**src/rtl/snn_infer_ctrl_pkg.sv**
```systemverilog
// rtl/snn_infer_ctrl_pkg.sv - shared types and helper functions for the SNN inference controller
package snn_ctrl_pkg;

    typedef enum logic [2:0] {
        IDLE     = 3'd0,
        START    = 3'd1,
        RUN      = 3'd2,
        WAIT_NET = 3'd3,
        ARGMAX   = 3'd4,
        RESULT   = 3'd5
    } state_t;

    // Widest neuron count / counter the helpers handle; callers zero-extend into these slots.
    localparam int MAX_OUT = 16;
    localparam int MAX_CW  = 16;

    // a + b clamped to 2**cnt_w - 1.
    function automatic logic [MAX_CW-1:0] sat_add(input logic [MAX_CW-1:0] a,
                                                  input logic [MAX_CW-1:0] b,
                                                  input int              cnt_w);
        logic [MAX_CW:0] sum;
        logic [MAX_CW:0] lim;
        lim = (MAX_CW+1)'((33'd1 << cnt_w) - 33'd1);
        sum = {1'b0, a} + {1'b0, b};
        return (sum > lim) ? lim[MAX_CW-1:0] : sum[MAX_CW-1:0];
    endfunction

    // Index of the largest of the first n_out slots; strict compare keeps the lowest index on ties.
    function automatic int argmax(input logic [MAX_OUT*MAX_CW-1:0] counts,
                                  input int                        n_out);
        int              best;
        logic [MAX_CW-1:0] best_val;
        best     = 0;
        best_val = counts[MAX_CW-1:0];
        for (int i = 1; i < MAX_OUT; i++) begin
            if (i < n_out && counts[i*MAX_CW +: MAX_CW] > best_val) begin
                best     = i;
                best_val = counts[i*MAX_CW +: MAX_CW];
            end
        end
        return best;
    endfunction

endpackage

```
**src/rtl/snn_infer_ctrl_if.sv**
```systemverilog
// rtl/snn_infer_ctrl_if.sv - input stream, network and result handshakes of the inference controller
interface snn_infer_ctrl_if #(
    parameter int N_IN  = 4,
    parameter int N_OUT = 2,
    parameter int CNT_W = 5,
    parameter int CLS_W = (N_OUT > 1) ? $clog2(N_OUT) : 1
);
    logic                   s_valid;
    logic                   s_ready;
    logic [N_IN-1:0]        s_spikes;

    logic                   net_start;
    logic                   net_sample_ready;
    logic [N_IN-1:0]        net_in_spikes;
    logic                   net_sample;
    logic                   net_ready;
    logic [N_OUT-1:0]       net_out_spikes;

    logic                   res_valid;
    logic                   res_ready;
    logic [CLS_W-1:0]       res_class;
    logic [N_OUT*CNT_W-1:0] res_counts;
    logic                   res_underrun;

    // Controller side.
    modport master (
        input  s_valid, s_spikes, net_sample, net_ready, net_out_spikes, res_ready,
        output s_ready, net_start, net_sample_ready, net_in_spikes,
               res_valid, res_class, res_counts, res_underrun
    );

    // Environment side: vector source, network and result sink.
    modport slave (
        output s_valid, s_spikes, net_sample, net_ready, net_out_spikes, res_ready,
        input  s_ready, net_start, net_sample_ready, net_in_spikes,
               res_valid, res_class, res_counts, res_underrun
    );
endinterface

```
**src/rtl/snn_infer_ctrl_spike_fifo.sv**
```systemverilog
// rtl/snn_infer_ctrl_spike_fifo.sv - synchronous FIFO buffering per-timestep input spike vectors
module spike_fifo #(
    parameter int WIDTH = 4,
    parameter int DEPTH = 4
) (
    input  logic             clk,
    input  logic             rst_n,
    input  logic             push,
    input  logic [WIDTH-1:0] din,
    input  logic             pop,
    output logic             full,
    output logic             empty,
    output logic [WIDTH-1:0] head
);
    localparam int AW = $clog2(DEPTH);

    logic [WIDTH-1:0] mem [DEPTH];
    logic [AW:0]      wr_ptr;
    logic [AW:0]      rd_ptr;

    // Extra pointer bit distinguishes full from empty when the indices match.
    assign empty = (wr_ptr == rd_ptr);
    assign full  = (wr_ptr[AW] != rd_ptr[AW]) && (wr_ptr[AW-1:0] == rd_ptr[AW-1:0]);
    assign head  = mem[rd_ptr[AW-1:0]];

    // Storage write; contents need no reset since the pointers define validity.
    always_ff @(posedge clk) begin
        if (push && !full) begin
            mem[wr_ptr[AW-1:0]] <= din;
        end
    end

    // Pointer update; push and pop are independent so a simultaneous pair keeps occupancy.
    always_ff @(posedge clk or negedge rst_n) begin
        if (!rst_n) begin
            wr_ptr <= '0;
            rd_ptr <= '0;
        end else begin
            if (push && !full) wr_ptr <= wr_ptr + (AW+1)'(1);
            if (pop && !empty) rd_ptr <= rd_ptr + (AW+1)'(1);
        end
    end
endmodule

```
**src/rtl/snn_infer_ctrl.sv**
```systemverilog
// rtl/snn_infer_ctrl.sv - sequences a spiking network through inferences and reports the argmax class
module snn_infer_ctrl
    import snn_ctrl_pkg::*;
#(
    parameter int N_IN       = 4,
    parameter int N_OUT      = 2,
    parameter int N_CYCLES   = 10,
    parameter int CNT_W      = 5,
    parameter int FIFO_DEPTH = 4
) (
    input  logic                    clk,
    input  logic                    rst_n,
    input  logic                    cmd_start,
    output logic                    busy,
    snn_infer_ctrl_if.master        bus
);
    localparam int CLS_W = (N_OUT > 1) ? $clog2(N_OUT) : 1;

    state_t                  state;
    state_t                  state_nxt;
    logic                    fifo_full;
    logic                    fifo_empty;
    logic                    fifo_push;
    logic                    fifo_pop;
    logic [N_IN-1:0]         fifo_head;
    logic [CNT_W-1:0]        step_cnt;
    logic [CNT_W-1:0]        counts [N_OUT];
    logic                    underrun;
    logic                    sample_run;
    logic                    last_step;
    logic [MAX_OUT*MAX_CW-1:0] counts_wide;
    logic [N_OUT*CNT_W-1:0]  counts_flat;

    assign sample_run = (state == RUN) && bus.net_sample;
    assign last_step  = (step_cnt == CNT_W'(N_CYCLES - 1));
    assign fifo_push  = bus.s_valid && !fifo_full;
    assign fifo_pop   = sample_run && !fifo_empty;

    spike_fifo #(
        .WIDTH (N_IN),
        .DEPTH (FIFO_DEPTH)
    ) u_fifo (
        .clk   (clk),
        .rst_n (rst_n),
        .push  (fifo_push),
        .din   (bus.s_spikes),
        .pop   (fifo_pop),
        .full  (fifo_full),
        .empty (fifo_empty),
        .head  (fifo_head)
    );

    // The FIFO accepts vectors in every state so the next frame can be preloaded.
    assign bus.s_ready          = !fifo_full;
    assign bus.net_sample_ready = (state == RUN) && !fifo_empty;
    assign bus.net_in_spikes    = fifo_empty ? '0 : fifo_head;

    // State register.
    always_ff @(posedge clk or negedge rst_n) begin
        if (!rst_n) state <= IDLE;
        else        state <= state_nxt;
    end

    // Next-state logic; cmd_start is only honoured in IDLE with the network idle.
    always_comb begin
        state_nxt = state;
        case (state)
            IDLE:     if (cmd_start && bus.net_ready) state_nxt = START;
            START:    state_nxt = RUN;
            RUN:      if (bus.net_sample && last_step) state_nxt = WAIT_NET;
            WAIT_NET: if (bus.net_ready) state_nxt = ARGMAX;
            ARGMAX:   state_nxt = RESULT;
            RESULT:   if (bus.res_ready) state_nxt = IDLE;
            default:  state_nxt = IDLE;
        endcase
    end

    // State-decoded outputs.
    always_comb begin
        busy          = (state != IDLE);
        bus.net_start = (state == START);
        bus.res_valid = (state == RESULT);
    end

    // Per-timestep accumulation: step counter, saturating spike counts and underrun flag.
    always_ff @(posedge clk or negedge rst_n) begin
        if (!rst_n) begin
            step_cnt <= '0;
            underrun <= 1'b0;
            for (int i = 0; i < N_OUT; i++) counts[i] <= '0;
        end else if (state == START) begin
            step_cnt <= '0;
            underrun <= 1'b0;
            for (int i = 0; i < N_OUT; i++) counts[i] <= '0;
        end else if (sample_run) begin
            step_cnt <= step_cnt + CNT_W'(1);
            if (fifo_empty) underrun <= 1'b1;
            for (int i = 0; i < N_OUT; i++) begin
                counts[i] <= CNT_W'(sat_add(MAX_CW'(counts[i]),
                                            MAX_CW'(bus.net_out_spikes[i]), CNT_W));
            end
        end
    end

    // Repack counts: zero-extended slots for argmax and the packed result layout.
    always_comb begin
        counts_wide = '0;
        counts_flat = '0;
        for (int i = 0; i < N_OUT; i++) begin
            counts_wide[i*MAX_CW +: MAX_CW] = MAX_CW'(counts[i]);
            counts_flat[i*CNT_W +: CNT_W]   = counts[i];
        end
    end

    // Result registers load only in ARGMAX and hold across the handshake until the next one.
    always_ff @(posedge clk or negedge rst_n) begin
        if (!rst_n) begin
            bus.res_class    <= '0;
            bus.res_counts   <= '0;
            bus.res_underrun <= 1'b0;
        end else if (state == ARGMAX) begin
            bus.res_class    <= CLS_W'(argmax(counts_wide, N_OUT));
            bus.res_counts   <= counts_flat;
            bus.res_underrun <= underrun;
        end
    end
endmodule
```
**src/flat_wrapper.sv**
```systemverilog
// flat-port wrapper written by rule: the top's interface ports become plain ports
module snn_infer_ctrl_flat import snn_ctrl_pkg::*;
#(
    parameter int N_IN       = 4,
    parameter int N_OUT      = 2,
    parameter int N_CYCLES   = 10,
    parameter int CNT_W      = 5,
    parameter int FIFO_DEPTH = 4
)
  (clk, rst_n, cmd_start, busy, bus_s_valid, bus_s_spikes, bus_net_sample, bus_net_ready, bus_net_out_spikes, bus_res_ready, bus_s_ready, bus_net_start, bus_net_sample_ready, bus_net_in_spikes, bus_res_valid, bus_res_class, bus_res_counts, bus_res_underrun);
  snn_infer_ctrl_if #(.N_IN(N_IN), .N_OUT(N_OUT), .CNT_W(CNT_W)) bus_i ();
  input  logic clk;
  input  logic rst_n;
  input  logic cmd_start;
  output logic busy;
  input wire logic [$bits(bus_i.s_valid)-1:0] bus_s_valid;
  input wire logic [$bits(bus_i.s_spikes)-1:0] bus_s_spikes;
  input wire logic [$bits(bus_i.net_sample)-1:0] bus_net_sample;
  input wire logic [$bits(bus_i.net_ready)-1:0] bus_net_ready;
  input wire logic [$bits(bus_i.net_out_spikes)-1:0] bus_net_out_spikes;
  input wire logic [$bits(bus_i.res_ready)-1:0] bus_res_ready;
  output wire logic [$bits(bus_i.s_ready)-1:0] bus_s_ready;
  output wire logic [$bits(bus_i.net_start)-1:0] bus_net_start;
  output wire logic [$bits(bus_i.net_sample_ready)-1:0] bus_net_sample_ready;
  output wire logic [$bits(bus_i.net_in_spikes)-1:0] bus_net_in_spikes;
  output wire logic [$bits(bus_i.res_valid)-1:0] bus_res_valid;
  output wire logic [$bits(bus_i.res_class)-1:0] bus_res_class;
  output wire logic [$bits(bus_i.res_counts)-1:0] bus_res_counts;
  output wire logic [$bits(bus_i.res_underrun)-1:0] bus_res_underrun;
  assign bus_i.s_valid = bus_s_valid;
  assign bus_i.s_spikes = bus_s_spikes;
  assign bus_i.net_sample = bus_net_sample;
  assign bus_i.net_ready = bus_net_ready;
  assign bus_i.net_out_spikes = bus_net_out_spikes;
  assign bus_i.res_ready = bus_res_ready;
  assign bus_s_ready = bus_i.s_ready;
  assign bus_net_start = bus_i.net_start;
  assign bus_net_sample_ready = bus_i.net_sample_ready;
  assign bus_net_in_spikes = bus_i.net_in_spikes;
  assign bus_res_valid = bus_i.res_valid;
  assign bus_res_class = bus_i.res_class;
  assign bus_res_counts = bus_i.res_counts;
  assign bus_res_underrun = bus_i.res_underrun;
  snn_infer_ctrl #(.N_IN(N_IN), .N_OUT(N_OUT), .N_CYCLES(N_CYCLES), .CNT_W(CNT_W), .FIFO_DEPTH(FIFO_DEPTH)) u_core (.clk(clk), .rst_n(rst_n), .cmd_start(cmd_start), .busy(busy), .bus(bus_i));
endmodule
```
**config.mk**
```make
export PLATFORM = sky130hd
export DESIGN_NAME = snn_infer_ctrl_flat
export DESIGN_NICKNAME = d
export VERILOG_FILES = /design/src/rtl/snn_infer_ctrl_pkg.sv /design/src/rtl/snn_infer_ctrl_if.sv /design/src/rtl/snn_infer_ctrl_spike_fifo.sv /design/src/rtl/snn_infer_ctrl.sv /design/src/flat_wrapper.sv
export SDC_FILE = /design/constraint.sdc
export NUM_CORES = 1
export LEC_CHECK = 0
export ABC_CLOCK_PERIOD_IN_PS = 3100
export BUFFER_PORTS_ARGS = -buffer_cell sky130_fd_sc_hd__buf_2
export CORE_ASPECT_RATIO = 1.5
export CORE_MARGIN = 2
export CORE_UTILIZATION = 40
export CTS_CLUSTER_DIAMETER = 80
export DETAILED_ROUTE_END_ITERATION = 8
export HOLD_SLACK_MARGIN = 0.1
export SYNTH_ARGS = -nofsm -noshare
export SYNTH_HDL_FRONTEND = slang
export SYNTH_SLANG_ARGS = --single-unit
export TNS_END_PERCENT = 50
```
**constraint.sdc**
```tcl
create_clock -name clk -period 3.1 [get_ports clk]
set_clock_uncertainty 0.15 [all_clocks]
set_input_delay 0.465 -clock clk [delete_from_list [all_inputs] [get_ports clk]]
set_output_delay 0.465 -clock clk [all_outputs]
set_load 0.02 [all_outputs]
```
Yosys cells after proc, flatten, opt, wreduce, memory -nomap -nowiden
Memories as Yosys holds them, arrays and structs flattened.
Index checks and enable logic that the tools add are counted.
Widths: inputs -> output; s select.
Word-level totals
  bits of input ports: 13
  register bits after elaboration: 37
  bits in writable memories: 16
  memories kept: 1
  word-level logic and storage cells: 67
Cells by class
  add/subtract/negate cells: 5
  mux-type cells: 18
  reduce and logical (&&, ||, !) cells: 17
  eq/ne operators: 13
  order comparisons: 3
Memory list
  u_core.u_fifo.mem: depth 4, bits a word 4, rd ports 1, clocked after memory_dff 0, write ports 1, line snn_infer_ctrl_spike_fifo.sv:17  | logic [WIDTH-1:0] mem [DEPTH];
Operator list (count)
  $mux 10: 2
  $mux 5: 4
  $pmux 3 s6: 1
  $add 5x1->6: 2
  $gt 6x5->1 const B: 2
  $mux 3: 4
  $logic_and 1x1->1: 9
  $add 3x1->3 const B: 2
  $eq 3x2->1 const B: 2
  $eq 3x3->1 const B: 2
  $mux 1: 6
  $ne 2x2->1 const B: 3
  $add 5x1->5 const B: 1
  $eq 5x4->1 const B: 1
  $gt 5x5->1: 1
  $mux 4: 1
  $reduce_and 4->1: 1
  $reduce_bool 2->1: 2
  $eq 3x1->1 const B: 1
  $eq 3x3->1: 1
  $logic_not 3->1: 1
  $reduce_bool 3->1: 1
  $eq 2x2->1: 1
  $logic_not 1->1: 2
  other kinds (3): 3

Longest topological paths before layout
  word-level depth: 7
  depth in mapped cells: 6
  depth with buffers taken out: 5

Hierarchy
From an unflattened synthesis, not the netlist that was laid out.
Unflattened totals
  cell total of the unflattened synthesis: 226
  area total of the unflattened synthesis: 2762.6 um^2
Modules (own cells, without submodules)
  snn_infer_ctrl: area each 1691.6 um^2, times used 1, cells an instance 156, seq. area each 775.7 um^2
  spike_fifo: area each 1071.0 um^2, times used 1, cells an instance 70, seq. area each 630.6 um^2

Least setup slack after synthesis
OpenSTA, ideal clock, no wires.
  kind: flip-flop to output port
  start point: reg u_core.u_fifo.rd_ptr[1]
  end point: out bus_net_sample_ready
  required time: 2.485 ns
  slack: 1.097 ns
  data arrival time: 1.388 ns
  cell stages (with the launch flop): 5
  buffers on the path: 1
  cell sequence: dfrtp_1 -> buf_2 -> xor2_2 -> nor3_2 -> nor3_1
Between the ends
  word-level cells in the longest chain between the ends: 3
Ends and longest elaborated chain
  from (decl): line snn_infer_ctrl_spike_fifo.sv:19  | logic [AW:0] rd_ptr;
  from (signal assigned): line snn_infer_ctrl_spike_fifo.sv:40  | if (pop && !empty) rd_ptr <= rd_ptr + (AW+1)'(1);
  $eq 3x3->1: line snn_infer_ctrl_spike_fifo.sv:22  | assign empty = (wr_ptr == rd_ptr);
  $logic_not 1->1: line snn_infer_ctrl.sv:55  | assign bus.net_sample_ready = (state == RUN) && !fifo_empty;
  $logic_and 1x1->1: line snn_infer_ctrl.sv:55
  to (decl): line flat_wrapper.sv:24  | output wire logic [$bits(bus_i.net_sample_ready)-1:0] bus_net_sample_ready;
No other way between the ends.

Worst setup path after layout
  start point: reg u_core.u_fifo.rd_ptr[0]
  end point: out bus_net_in_spikes[0]
Between the ends
  word-level cells in the longest chain between the ends: 2
  elaborated cells on any way between the ends: 3
  classes of those cells: 1 x eq/ne; 1 x mux; 1 x memory
Ends and longest elaborated chain
  $mem_v2 4x4 / $eq 3x3->1 (equally long branches)
  $mux 4 (*): line snn_infer_ctrl.sv:56  | assign bus.net_in_spikes = fifo_empty ? '0 : fifo_head;
  to (decl): line flat_wrapper.sv:25  | output wire logic [$bits(bus_i.net_in_spikes)-1:0] bus_net_in_spikes;
Mark *: on every way between the ends. The rest lies on a longest branch, timed or not.

==> impl_metrics.csv <==
group,metric,value,unit
worst_setup_path,cp.arrival,1.85,ns
die,start_util,0.415,
clock_tree,htreeDepth,2,
worst_setup_path,timing.rr.start,"u_core.u_fifo.rd_ptr[0]",
global_routing,grt_pass1_wl,8.38,mm
worst_hold_path,hold_class,"primary input to asynchronous set/reset pin",
die,die_h,105,microns
run_status,outcome,"complete, no violations",
power,power.total,0.00289,W
final_layout,antennaDiodeCount,0,
sta,fmax,405,MHz
global_routing,antenna_found_initial,0,
power,leakage,1.35,nW
detailed_routing,dr.first_iter.drc_count,94,
global_routing,grt_max_degree,38,
clock_tree,clk_pin_slew,0.09,ns
clock_tree,cts_sinks,53,
clock_tree,clock-root-buffer,"clkbuf_8",
clock_tree,cts_resized,0,
detailed_routing,vias,1767,
synthesis,syn_area,0.00271,sq mm
power,ir_drop,0.000550,V
sta,setup_tns,0,ns
clock_tree,holdBufCountCts,0,
synthesis,ys_ff_latch,53,
sta,finalHoldViolCount,0,
global_routing,track_usage,0.142,
synthesis,synthCells,213,
synthesis,yosysWarnings,0,
sta,finalCritPeriodShare,0.796,
global_routing,grt_overflow,0,
synthesis,synth_nets,242,
clock_tree,cts_made_buffers,5,
power,power_density,964,mW/mm^2
worst_setup_path,path_max_fanout,8,
die,die_w,71.2,microns
synthesis,yosysSeqAreaShare,0.519,
final_layout,synthToLayoutAreaGrowth,10.8,%
final_layout,drive_gt1_frac,0.285,
detailed_routing,via_per_inst,5.49,
die,dieArea,0.00746,sq mm
clock_tree,cts_tree,"yes",
detailed_routing,postRouteWirelength,4.88,mm
worst_setup_path,endpoint_kind,"output port",
synthesis,ys.flop_type,"dfrtp_1",
synthesis,synth.distinct_cells,52,
worst_setup_path,critPathLaunchType,"register",
final_layout,n_fill_cell,602,
final_layout,final_nets,274,
clock_tree,postCtsSetupRepairBufs,0,
detailed_routing,drt-wirelength-per-cell,15.1,microns
clock_tree,clk_latency,0.31,ns
detailed_routing,dr.pass1.iters,4,
sta,relSlewSlack,0.453,
die,io_pins,34,
place,gp_congestion,0.759,
synthesis,synth_edf_count,16,
worst_setup_path,crit_start,"u_core.u_fifo.rd_ptr[0]",
sta,worstMarginPinSlew,0.821,ns
die,rows,36,
worst_setup_path,critPathRequiredTime,2.48,ns
synthesis,syn_area_per_cell,12.7,sq um
clock_tree,clock_path_buffers,2,
sta,setup_viol,0,
detailed_routing,detail-route-antenna-nets,0,
run,maxCapViolations,0,
global_routing,grt_pass1_vias,1767,
sta,slew_violations,0,
detailed_routing,drcViolationCount,0,
place,dp_hpwl,3.52,mm
synthesis,synthArstFlopShare,0.698,
sta,rsz0062_at_grt,"false",
worst_setup_path,criticalPathCategory,"register to output port",
die,core,0.00653,sq mm
place,io_buffers,33,
sta,period_needed,2.47,ns
==> per-layer routing <==
metal | GRT usage | vias to the layer above | routed length [microns]
li1 | - | 857 | -
met1 | 0.169 | 883 | 2050
met2 | 0.252 | 20 | 2650
met3 | 0.0280 | 7 | 105
met4 | 0.0445 | 0 | 75
met5 | 0 | - | 0
==> power by group <==
part           leakage, nW  switching [W]  internal (W)  total (W)
Clock               0.0364       0.000229      0.000159   0.000388
Combinational        0.686       0.000714      0.000574    0.00129
Sequential           0.629       0.000266      0.000950    0.00122
==> registers in the layout, indices dropped and copies added, names as in the netlist <==
signal and flops:
u_core.bus.res_counts 10, u_core.counts 10, u_core.bus.res_class 1, u_core.state 3, u_core.step_cnt 5, u_core.underrun 1
u_core.u_fifo.mem 16, u_core.u_fifo.rd_ptr 3, u_core.u_fifo.wr_ptr 3, u_core.bus.res_underrun 1
==> worst max-delay path, cell delays in order, from the launching register on <==
cell and delay, ns:
dfrtp_1 0.64, xor2_2 0.20, nor3_2 0.43, nor2b_1 0.10, buf_2 0.18
==> logic make-up after synthesis <==
group	after synthesis	synth area share
fa+ha+maj	16	0.0739
buf+inv	24	0.0517
flops	53	0.519
simple gates	44	0.103
xor+xnor	9	0.0346
compound gates	46	0.115
mux	21	0.102
==> layout make-up <==
cell class / count / area (sq um) / area share
inverters: 14 / 65.1 / 0.0217
well taps: 76 / 95.1 / 0.0317
clock inverters: 3 / 22.5 / 0.00750
multi-input cells: 136 / 1160 / 0.388
clock buffers: 5 / 68.8 / 0.0229
repair buffers: 35 / 180 / 0.0600
flip-flops and latches: 53 / 1410 / 0.469
==> cells in the mapped netlist, types with 2 or more instances <==
cell | instances | area share
xnor2_1 | 5 | 0.016
xor2_2 | 2 | 0.012
a31o_2 | 2 | 0.0065
a31oi_1 | 2 | 0.0046
nor2b_1 | 5 | 0.012
ha_1 | 16 | 0.074
mux2i_1 | 4 | 0.015
buf_2 | 3 | 0.0055
edfxtp_1 | 16 | 0.18
buf_4 | 3 | 0.0083
and4_1 | 2 | 0.0065
nand3_1 | 3 | 0.0055
buf_6 | 3 | 0.012
a22o_1 | 3 | 0.0097
nand2_1 | 9 | 0.012
mux4_2 | 4 | 0.033
mux2_2 | 13 | 0.054
nor2_1 | 2 | 0.0028
nand4_1 | 4 | 0.0092
o22ai_1 | 4 | 0.0092
xor2_1 | 2 | 0.0065
o311ai_1 | 2 | 0.0065
nand2b_1 | 3 | 0.0069
o2bb2ai_1 | 3 | 0.0097
o21ai_0 | 6 | 0.011
and3_1 | 5 | 0.012
inv_1 | 13 | 0.018
dfrtp_1 | 37 | 0.34
a21oi_1 | 14 | 0.026
==> final timing paths <==
kind / endpoint / slack (ns) / depth (start not counted)
max in group asynchronous: u_core.u_fifo.rd_ptr[1] / 2.19 / 1
min in group clk: u_core.u_fifo.mem[2][3] / 0.22 / 1
worst max-delay path: bus_net_in_spikes[0] / 0.63 / 4
worst max register to register: u_core.u_fifo.mem[3][2] / 1.10 / 3
worst min register to register: u_core.step_cnt[4] / 0.34 / 1
worst min-delay path: u_core.bus.res_class / 0.1 / 1
==> layout by cell type (no fill, tap or decap), drive strengths merged, types with 3 or more instances in the layout <==
master and instances:
nand2b 3, clkinvlp 3, edfxtp 16, xor2 4
ha 16, inv 13, buf 35, mux2i 4
clkbuf 5, nand2 9, o2bb2ai 3, mux2 13
mux4 4, dfrtp 37, nand3 3, o21ai 6
o22ai 4, nand4 4, a22o 3, a21oi 14
nor2b 5, xnor2 5, and3 5
==> stage by stage <==
stage	utilization	std cells	instance area [sq um]	hold WS, ns	worst slack (ns)
2_1_floorplan	-	213	2710	0.0194	1.10
3_3_place_gp	0.446	314	2910	0.326	0.935
3_5_place_dp	0.446	314	2910	0.325	0.910
4_1_cts	0.460	322	3000	0.126	0.558
5_1_grt	0.460	322	3000	0.141	0.463
6_report	0.460	322	3000	0.0967	0.632
(Power assumes the default switching activity.)
